### src/rtl/jtag_pkg.sv
// Shared types and constants for the JTAG scan master: TAP state encoding,
// control FSM states, TMS walk paths and the TAP next-state function.
package jtag_pkg;

    // IEEE 1149.1 TAP controller states
    typedef enum logic [3:0] {
        TapTestLogicReset,
        TapRunTestIdle,
        TapSelectDr,
        TapCaptureDr,
        TapShiftDr,
        TapExit1Dr,
        TapPauseDr,
        TapExit2Dr,
        TapUpdateDr,
        TapSelectIr,
        TapCaptureIr,
        TapShiftIr,
        TapExit1Ir,
        TapPauseIr,
        TapExit2Ir,
        TapUpdateIr
    } tap_state_e;

    // Scan master control states
    typedef enum logic [2:0] {
        StInitRst,
        StInitRti,
        StIdle,
        StWalkIn,
        StShift,
        StWalkOut,
        StDone
    } scan_state_e;

    // TMS values from Run-Test/Idle to the Shift state, LSB is the first period
    localparam logic [2:0] TMS_TO_SHIFT_DR = 3'b001;
    localparam logic [3:0] TMS_TO_SHIFT_IR = 4'b0011;

    localparam int unsigned TAP_RESET_CYCLES = 5;

    // Number of walk-in periods from RTI to Shift-DR/IR
    function automatic logic [2:0] walk_in_len(input logic ir);
        return ir ? 3'd4 : 3'd3;
    endfunction

    // TMS value for a given walk-in period
    function automatic logic walk_in_tms(input logic ir, input logic [1:0] step);
        logic [3:0] path;
        path = ir ? TMS_TO_SHIFT_IR : {1'b0, TMS_TO_SHIFT_DR};
        return path[step];
    endfunction

    // TAP transition taken on a rising TCK
    function automatic tap_state_e tap_next(input tap_state_e s, input logic tms);
        tap_state_e n;
        n = s;
        unique case (s)
            TapTestLogicReset: n = tms ? TapTestLogicReset : TapRunTestIdle;
            TapRunTestIdle:    n = tms ? TapSelectDr       : TapRunTestIdle;
            TapSelectDr:       n = tms ? TapSelectIr       : TapCaptureDr;
            TapCaptureDr:      n = tms ? TapExit1Dr        : TapShiftDr;
            TapShiftDr:        n = tms ? TapExit1Dr        : TapShiftDr;
            TapExit1Dr:        n = tms ? TapUpdateDr       : TapPauseDr;
            TapPauseDr:        n = tms ? TapExit2Dr        : TapPauseDr;
            TapExit2Dr:        n = tms ? TapUpdateDr       : TapShiftDr;
            TapUpdateDr:       n = tms ? TapSelectDr       : TapRunTestIdle;
            TapSelectIr:       n = tms ? TapTestLogicReset : TapCaptureIr;
            TapCaptureIr:      n = tms ? TapExit1Ir        : TapShiftIr;
            TapShiftIr:        n = tms ? TapExit1Ir        : TapShiftIr;
            TapExit1Ir:        n = tms ? TapUpdateIr       : TapPauseIr;
            TapPauseIr:        n = tms ? TapExit2Ir        : TapPauseIr;
            TapExit2Ir:        n = tms ? TapUpdateIr       : TapShiftIr;
            TapUpdateIr:       n = tms ? TapSelectDr       : TapRunTestIdle;
        endcase
        return n;
    endfunction

endpackage

### src/rtl/jtag_tck_gen.sv
// TCK divider: low phase of CLK_DIV ICLK cycles, then high phase of CLK_DIV cycles.
// The strobes mark the ICLK cycle whose closing edge moves tck (rise or fall).
module jtag_tck_gen #(
    parameter int CLK_DIV = 2
) (
    input  logic ICLK,
    input  logic rst,
    input  logic run,
    output logic tck,
    output logic fall_tick,
    output logic rise_tick
);

    localparam int CNT_W = (CLK_DIV > 1) ? $clog2(CLK_DIV) : 1;
    localparam logic [CNT_W-1:0] CNT_MAX = CNT_W'(CLK_DIV - 1);

    logic [CNT_W-1:0] cnt_q, cnt_d;
    logic             tck_q, tck_d;
    logic             phase_end;

    assign phase_end = run & (cnt_q == CNT_MAX);
    assign rise_tick = phase_end & ~tck_q;
    assign fall_tick = phase_end & tck_q;
    assign tck       = tck_q;

    // Phase counter; idles with tck low so the next run starts a fresh low phase
    always_comb begin
        cnt_d = cnt_q;
        tck_d = tck_q;
        if (!run) begin
            cnt_d = '0;
            tck_d = 1'b0;
        end else if (cnt_q == CNT_MAX) begin
            cnt_d = '0;
            tck_d = ~tck_q;
        end else begin
            cnt_d = cnt_q + CNT_W'(1);
        end
    end

    // Divider state register
    always_ff @(posedge ICLK) begin
        if (rst) begin
            cnt_q <= '0;
            tck_q <= 1'b0;
        end else begin
            cnt_q <= cnt_d;
            tck_q <= tck_d;
        end
    end

endmodule

### src/rtl/jtag_scan_master.sv
// Host-side JTAG initiator: turns one IR/DR scan command into a full TAP walk
// RTI -> Shift -> Update -> RTI, returning the captured TDO bits.
module jtag_scan_master
    import jtag_pkg::*;
#(
    parameter int MAX_LEN = 32,
    parameter int CLK_DIV = 2,
    parameter int LEN_W   = $clog2(MAX_LEN + 1)
) (
    input  logic               ICLK,
    input  logic               rst,
    input  logic               cmd_valid,
    output logic               cmd_ready,
    input  logic               cmd_ir,
    input  logic [LEN_W-1:0]   cmd_len,
    input  logic [MAX_LEN-1:0] cmd_data,
    output logic               rsp_valid,
    output logic [MAX_LEN-1:0] rsp_data,
    output logic               tck,
    output logic               tms,
    output logic               tdi,
    input  logic               tdo
);

    scan_state_e        state_q, state_d;
    logic [LEN_W-1:0]   step_q, step_d;
    logic               tms_q, tms_d;
    logic               tdi_q, tdi_d;
    logic               ir_q, ir_d;
    logic [LEN_W-1:0]   len_q, len_d;
    logic [MAX_LEN-1:0] data_q, data_d;
    logic [MAX_LEN-1:0] rsp_data_q, rsp_data_d;
    logic               rsp_valid_q, rsp_valid_d;
    logic               cmd_act_q, cmd_act_d;
    tap_state_e         tap_q;

    logic               run, fall_tick, rise_tick;
    logic [LEN_W-1:0]   len_clamped;

    assign len_clamped = (cmd_len > LEN_W'(MAX_LEN)) ? LEN_W'(MAX_LEN) : cmd_len;
    assign run = state_q inside {StInitRst, StInitRti, StWalkIn, StShift, StWalkOut};

    assign cmd_ready = (state_q == StIdle);
    assign rsp_valid = rsp_valid_q;
    assign rsp_data  = rsp_data_q;
    assign tms       = tms_q;
    assign tdi       = tdi_q;

    jtag_tck_gen #(
        .CLK_DIV(CLK_DIV)
    ) u_tck_gen (
        .ICLK     (ICLK),
        .rst      (rst),
        .run      (run),
        .tck      (tck),
        .fall_tick(fall_tick),
        .rise_tick(rise_tick)
    );

    // Control FSM: tms/tdi for the next period are loaded on the falling TCK edge
    always_comb begin
        state_d     = state_q;
        step_d      = step_q;
        tms_d       = tms_q;
        tdi_d       = tdi_q;
        ir_d        = ir_q;
        len_d       = len_q;
        data_d      = data_q;
        rsp_data_d  = rsp_data_q;
        rsp_valid_d = 1'b0;
        cmd_act_d   = cmd_act_q;

        unique case (state_q)
            StInitRst: begin
                if (fall_tick) begin
                    if (step_q == LEN_W'(TAP_RESET_CYCLES - 1)) begin
                        state_d = StInitRti;
                        step_d  = '0;
                        tms_d   = 1'b0;
                    end else begin
                        step_d = step_q + LEN_W'(1);
                    end
                end
            end
            StInitRti: begin
                if (fall_tick) begin
                    state_d = StDone;
                end
            end
            StIdle: begin
                if (cmd_valid) begin
                    ir_d       = cmd_ir;
                    len_d      = len_clamped;
                    data_d     = cmd_data;
                    rsp_data_d = '0;
                    cmd_act_d  = 1'b1;
                    step_d     = '0;
                    tdi_d      = 1'b0;
                    if (len_clamped == '0) begin
                        // Nothing to shift: TAP stays in RTI, answer right away
                        state_d = StDone;
                    end else begin
                        state_d = StWalkIn;
                        tms_d   = walk_in_tms(cmd_ir, 2'd0);
                    end
                end
            end
            StWalkIn: begin
                if (fall_tick) begin
                    if (step_q == LEN_W'(walk_in_len(ir_q)) - LEN_W'(1)) begin
                        state_d = StShift;
                        step_d  = '0;
                        tms_d   = (len_q == LEN_W'(1));
                        tdi_d   = data_q[0];
                    end else begin
                        step_d = step_q + LEN_W'(1);
                        tms_d  = walk_in_tms(ir_q, step_q[1:0] + 2'd1);
                    end
                end
            end
            StShift: begin
                if (rise_tick) begin
                    rsp_data_d = rsp_data_q | (MAX_LEN'(tdo) << step_q);
                end
                if (fall_tick) begin
                    data_d = data_q >> 1;
                    if (step_q == len_q - LEN_W'(1)) begin
                        state_d = StWalkOut;
                        step_d  = '0;
                        tms_d   = 1'b1;
                        tdi_d   = 1'b0;
                    end else begin
                        step_d = step_q + LEN_W'(1);
                        // Last shift bit carries tms=1 to leave via Exit1
                        tms_d  = (step_q + LEN_W'(2) == len_q);
                        tdi_d  = data_q[1];
                    end
                end
            end
            StWalkOut: begin
                if (fall_tick) begin
                    tms_d = 1'b0;
                    if (step_q == LEN_W'(1)) begin
                        state_d = StDone;
                        step_d  = '0;
                    end else begin
                        step_d = LEN_W'(1);
                    end
                end
            end
            StDone: begin
                // Only a real command produces a response; init ends here silently
                state_d     = StIdle;
                rsp_valid_d = cmd_act_q;
                cmd_act_d   = 1'b0;
            end
            default: state_d = StInitRst;
        endcase
    end

    // Control and datapath registers
    always_ff @(posedge ICLK) begin
        if (rst) begin
            state_q     <= StInitRst;
            step_q      <= '0;
            tms_q       <= 1'b1;
            tdi_q       <= 1'b0;
            ir_q        <= 1'b0;
            len_q       <= '0;
            data_q      <= '0;
            rsp_data_q  <= '0;
            rsp_valid_q <= 1'b0;
            cmd_act_q   <= 1'b0;
        end else begin
            state_q     <= state_d;
            step_q      <= step_d;
            tms_q       <= tms_d;
            tdi_q       <= tdi_d;
            ir_q        <= ir_d;
            len_q       <= len_d;
            data_q      <= data_d;
            rsp_data_q  <= rsp_data_d;
            rsp_valid_q <= rsp_valid_d;
            cmd_act_q   <= cmd_act_d;
        end
    end

    // Mirror of the target TAP, stepped on every rising TCK
    always_ff @(posedge ICLK) begin
        if (rst) begin
            tap_q <= TapTestLogicReset;
        end else if (rise_tick) begin
            tap_q <= tap_next(tap_q, tms_q);
        end
    end

    // The target must be parked in RTI whenever a new command can be taken
    always_ff @(posedge ICLK) begin
        if (!rst && cmd_ready) begin
            assert (tap_q == TapRunTestIdle);
        end
    end

endmodule
### config.mk
export PLATFORM = sky130hd
export DESIGN_NAME = jtag_scan_master
export DESIGN_NICKNAME = d
export VERILOG_FILES = /design/src/rtl/jtag_pkg.sv /design/src/rtl/jtag_tck_gen.sv /design/src/rtl/jtag_scan_master.sv
export SDC_FILE = /design/constraint.sdc
export NUM_CORES = 1
export LEC_CHECK = 0
export BUFFER_PORTS_ARGS = -buffer_cell sky130_fd_sc_hd__buf_2
export CORE_AREA = 2 2 94 96
export CTS_CLUSTER_SIZE = 30
export DETAILED_ROUTE_END_ITERATION = 16
export DIE_AREA = 0 0 96 98
export PLACE_DENSITY = 0.75
export SYNTH_ARGS = -nofsm -noshare
export SYNTH_HDL_FRONTEND = slang
export SYNTH_HIERARCHICAL = 1
export SYNTH_SLANG_ARGS = --single-unit
### constraint.sdc
create_clock -name ICLK -period 2.6 [get_ports ICLK]
set_clock_uncertainty 0.1 [all_clocks]
set_input_delay 0.39 -clock ICLK [delete_from_list [all_inputs] [get_ports ICLK]]
set_output_delay 0.39 -clock ICLK [all_outputs]
set_load 0.005 [all_outputs]
Word-level counts from Yosys, hierarchy flattened

Cells that the tools add are included.
W data, S select, Z words.

Register bits after elaboration: 86
Output and inout bits: 37

Reductions and logical operators: 18
Mux-type cells: 51
$lt $le $gt $ge: 2
Add/sub/neg operators: 6
Shift operators: 1
Equal/unequal tests: 24
Bitwise operators: 7

Operators by type and width:

| cell                  | number |
|---|---|
| $mux W32              | 4 |
| $pmux W32 S2          | 2 |
| $mux W6               | 9 |
| $mux W3               | 12 |
| $or A32 B32 Y32       | 1 |
| $shl A1 B6 Y32        | 1 |
| $pmux W6 S5           | 1 |
| $pmux W3 S7           | 1 |
| $eq A6 B6 Y1          | 3 |
| $mux W1               | 17 |
| $ne A2 B2 Y1 const B  | 8 |
| $eq A6 B1 Y1 const B  | 2 |
| $reduce_and A10 Y1    | 1 |
| $reduce_bool A5 Y1    | 2 |
| $eq A3 B3 Y1 const B  | 3 |
| $ne A2 B1 Y1 const B  | 4 |
| $reduce_and A8 Y1     | 1 |
| $add A6 B1 Y6 const B | 1 |
| $add A6 B2 Y6 const B | 1 |
| $eq A3 B2 Y1 const B  | 2 |
| $eq A6 B3 Y1 const B  | 1 |
| $gt A6 B6 Y1 const B  | 1 |
| $logic_not A6 Y1      | 1 |
| $reduce_and A3 Y1     | 2 |
| 21 further kinds      | 28 |

Depth between registers and ports, before layout

Depth in word-level cells: 6
Mapped depth: 11

By module

The synthesis kept the hierarchy.

Modules (own cells, without submodules):

| module           | cells an instance | times used | area an instance (um^2) | sequential area each (um^2) |
|---|---|---|---|---|
| jtag_scan_master | 469               | 1          | 4037.6                  | 1681.6 |
| jtag_tck_gen     | 9                 | 1          | 77.6                    | 40.0 |

Least setup slack after synthesis

Ideal clock, no wire load.

Path type: flip-flop to flip-flop
Start: reg state_q[1]
End: reg step_q[0]
Path slack: 0.036 ns
Library setup time: 0.095 ns
Stages on the path, launching flop included: 12
Path buffers: 4
Data required time: 2.405 ns
Clock period less this slack: 2.564 ns
Data arrival time: 2.369 ns
Cell sequence: dfxtp_1 buf_2 clkbuf_1 nand2_1 and3_2 clkbuf_1 mux2_2 a32o_1 clkbuf_1 nand3_1 o211ai_1 a221oi_1

Longest elaborated chain between the ends: 6
Elaborated cells between the ends (all ways): 17
Classes of those cells: eq/ne: 10; mux: 1; bitwise: 2; reduce/logical: 4

Ends and longest elaborated chain:

| item                                       | RTL line                | source |
|---|---|---|
| start, declared                            | jtag_scan_master.sv:25  | `scan_state_e state_q, state_d;` |
| start signal, assigned                     | jtag_scan_master.sv:164 | `state_q <= StInitRst;` |
| start signal, assigned                     | jtag_scan_master.sv:175 | `state_q <= state_d;` |
| $eq A3 B1 Y1, or another cell as far along | jtag_scan_master.sv:41  | `assign run = state_q inside {StInitRst, StInitRti, StWalkIn, StShift, StWalkOut};` |
| $reduce_bool A5 Y1 (*)                     | jtag_scan_master.sv:41  |  |
| named net run                              | jtag_scan_master.sv:37  | `logic run, fall_tick, rise_tick;` |
| $and A1 B1 Y1 (*)                          | jtag_tck_gen.sv:21      | `assign phase_end = run & (cnt_q == CNT_MAX);` |
| $and A1 B1 Y1 (*)                          | jtag_tck_gen.sv:23      | `assign fall_tick = phase_end & tck_q;` |
| named net fall_tick                        | jtag_scan_master.sv:37  |  |
| $ne A2 B2 Y1 (no line)                     | --                      |  |
| $reduce_and A6 Y1 (no line) (*)            | --                      |  |
| end signal, assigned                       | jtag_scan_master.sv:176 | `step_q <= step_d;` |
| end, declared                              | jtag_scan_master.sv:26  | `logic [LEN_W-1:0] step_q, step_d;` |

The timed path passes the listed nets; every way through them passes the cells marked *.
A chain may end at the register's enable or synchronous reset.

Final worst setup path

Start: reg state_q[2]
End: reg step_q[5]

The elaborated chain is that of the path after synthesis.

==> run metrics <==
H-tree levels 3; synth unique cells 53; Site Rows 34; Reg2Reg Depth 8; initial DRC count around 250; Ports 80; Area Growth Syn to Fin 17.3%; register share of total power 0.544; Die Y 98 um; antenna diode count 0; iteration count of the initial detailed-routing pass 4; Sw Ratio 0.236; Reg2Reg Launch Point state_q[2]$_SDFFE_PP0P_; final setup TNS 0 ns; Nets 596; Hold-fix buffers, CTS 0; capturing point of the worst reg2reg path step_q[5]$_SDFFE_PP0P_; internal power 1.86 mW; Reg area around 1700 um2; relative slew slack 0.618; fin crit period ~2.3 ns; port bufs 79; Reg clk slew, reported paths about 0.090 ns; ys async rst share 0; Max Root-Sink Buffers 2; final instance area roughly 4800 um2; Worst setup SP type flip-flop; post-synthesis instance area 4120 um2; Synth Instances 478; cell with the most instances after synthesis dfxtp_1; worst hold start cmd_ir; Placer Congestion 0.902; core area ~8500 um2; Worst VDD drop 0.000375 V; Slew @ Worst Pin between 0.5 and 0.6 ns; Die Area about 9400 um2; Pwr per Cell Area between 500 and 600 nW/um2; first-pass GRT wire length 15900 um; Syn Nets between 500 and 600; WP data arrival about 2.5 ns; setup violators final 0; die width 96 um; final period utilization 0.888; clock network power share 0.402; Critical Path RT roughly 2.8 ns; GRT Overall Usage 0.210; MaxCap Viol Count 0; Leakage approximately 1.8 nW; Crit Path Max Fanout 15; R2R setup slack 0.29 ns; top cell type's share of synthesized area 0.418; final worst slack between 0.2 and 0.3 ns; Resized cells post-CTS 0; drt total wl between 9000 and 10000 um; total number of vias 3619; Tot Pwr ~2.4 mW; layout cell share with drive strength beyond 1 0.220; Fill cells around 800; Seq cells post-synth 86; dpl ws roughly 0.32 ns; Worst Hold Path EP ir_q$_SDFFE_PP0P_; top cell type by total area after synthesis dfxtp_1; Util after Layout 0.570; Area after DPL 4620 um2; hold path depth 3; CTS root buffer clkbuf_8; Synth Warn # 6; Post-synth EDFFs 0; clk_lat worst skew between 0.3 and 0.4 ns; CTS Sinks 86; Hold Crit Class in -> reg; largest net degree at the start of global routing 47; CTS buffer count 9; most frequent cells after synthesis dfxtp_1 (86), nor2_1 (83), a21oi_1 (42); ranking of synthesized cells by area dfxtp_1 (42%), nor2_1 (7.6%), mux2i_1 (7.5%); initial core utilization 0.486; Hold Vio Cnt, Final 0; routed len/inst about 14 um; HPWL Detailed about 6900 um; Multi-input gate area 2200 um2; outcome finished clean; average via count per standard cell around 5.5; sequential fraction of the synthesis area 0.418; Remaining Overflow, GRT 0; RSZ-0062 raised after global routing false; vias in the first global route approximately 3500; TritonCTS clock tree built; synthesized area per cell between 8 and 9 um2; Fmax approximately 430 MHz; post-detailed-route count of antenna-violating nets 0; sw power between 500 and 600 uW; ys flop type dfxtp_1; drt drc 0; initial antenna violation count 0; Setup Fix Bufs, Post-CTS 0; critical path endpoint category flip-flop; Slew Viols, Final 0; combinational share of power 0.054; Setup Crit Path Kind reg -> reg
## area by class of cell
class | count | area share
Multi-Input combinational cell | 344 | 0.456
Tap cell | 108 | 0.0280
Clock inverter | 5 | 0.0137
Inverter | 11 | 0.00855
Timing Repair Buffer | 94 | 0.108
Clock buffer | 11 | 0.0293
Sequential cell | 86 | 0.357
## cell families after synthesis
group	after synthesis	share of synthesized area
multiplexers	32	0.0781
buffers and inverters	48	0.0489
AO/OA/AOI/OAI	125	0.212
adder cells (fa/ha/maj)	7	0.0213
XOR/XNOR	15	0.0319
AND/OR/NAND/NOR	165	0.190
flip-flops	86	0.418
## routing by layer
metal	global-route usage	up-vias	routed length, um
met2	0.334	76	4450
met1	0.272	1690	4330
met3	0.0532	15	503
li1	-	1838	-
met4	0.0758	0	165
met5	0	-	0
## worst max path at each step
stage                            start                 endpoint  slack (ns)  depth (start not counted)
5_1_grt        state_q[2]$_SDFFE_PP0P_   step_q[5]$_SDFFE_PP0P_        0.12                          8
3_5_place_dp    step_q[0]$_SDFFE_PP0P_  state_q[2]$_SDFFE_PP0P_        0.32                          7
6_report       state_q[2]$_SDFFE_PP0P_   step_q[5]$_SDFFE_PP0P_        0.29                          8
3_3_place_gp    step_q[2]$_SDFFE_PP0P_  state_q[2]$_SDFFE_PP0P_        0.39                          5
2_1_floorplan  state_q[1]$_SDFFE_PP0P_   step_q[0]$_SDFFE_PP0P_        0.04                         11
4_1_cts         step_q[0]$_SDFFE_PP0P_  state_q[2]$_SDFFE_PP0P_        0.31                          7
## worst max-delay path, cell delays in order, from the launching register on
cell      delay [ns]
dfxtp_1         0.32
nand2b_1        0.15
nand2_1         0.11
and3_2          0.27
mux2_2          0.16
a32o_1          0.49
nand4_1         0.18
xor2_1          0.17
a311oi_1        0.25
## placed cells by master (no fill, tap or decap), drive strengths merged, types with 6 or more instances in the layout
master,n
dfxtp,86
buf,94
clkbuf,11
o21ai,8
nor2b,6
nand2,20
o21a,6
inv,13
and3,7
a21oi,42
nand3b,7
nand3,13
ha,7
nand2b,6
o211ai,7
xor2,8
xnor2,7
nor2,83
a211oi,34
mux2i,31
## power by group through the flow
stage,sequential [mW],combinational [mW],clock (mW)
2_1_floorplan,1.36,0.0715,0
3_3_place_gp,1.36,0.127,0
3_5_place_dp,1.36,0.130,0
4_1_cts,1.32,0.131,0.995
5_1_grt,1.33,0.146,1.05
6_report,1.32,0.132,0.978
## registers in the layout (all words and copies together), names as in the netlist
signal and count:
step_q 6, tdi 1, len_q 6, state_q 3, tms 1, u_tck_gen/cnt_q 1
rsp_valid 1, rsp_data 32, cmd_act_q 1, ir_q 1, data_q 32, u_tck_gen/tck 1
## stage by stage
stage / hold slack (ns) / instances
after floorplan: 0.334 / 478
after global placement: 0.346 / 643
after detailed placement: 0.348 / 643
after CTS: 0.158 / 659
after global routing: 0.171 / 659
final: 0.167 / 659
(Power assumes the default switching activity.)
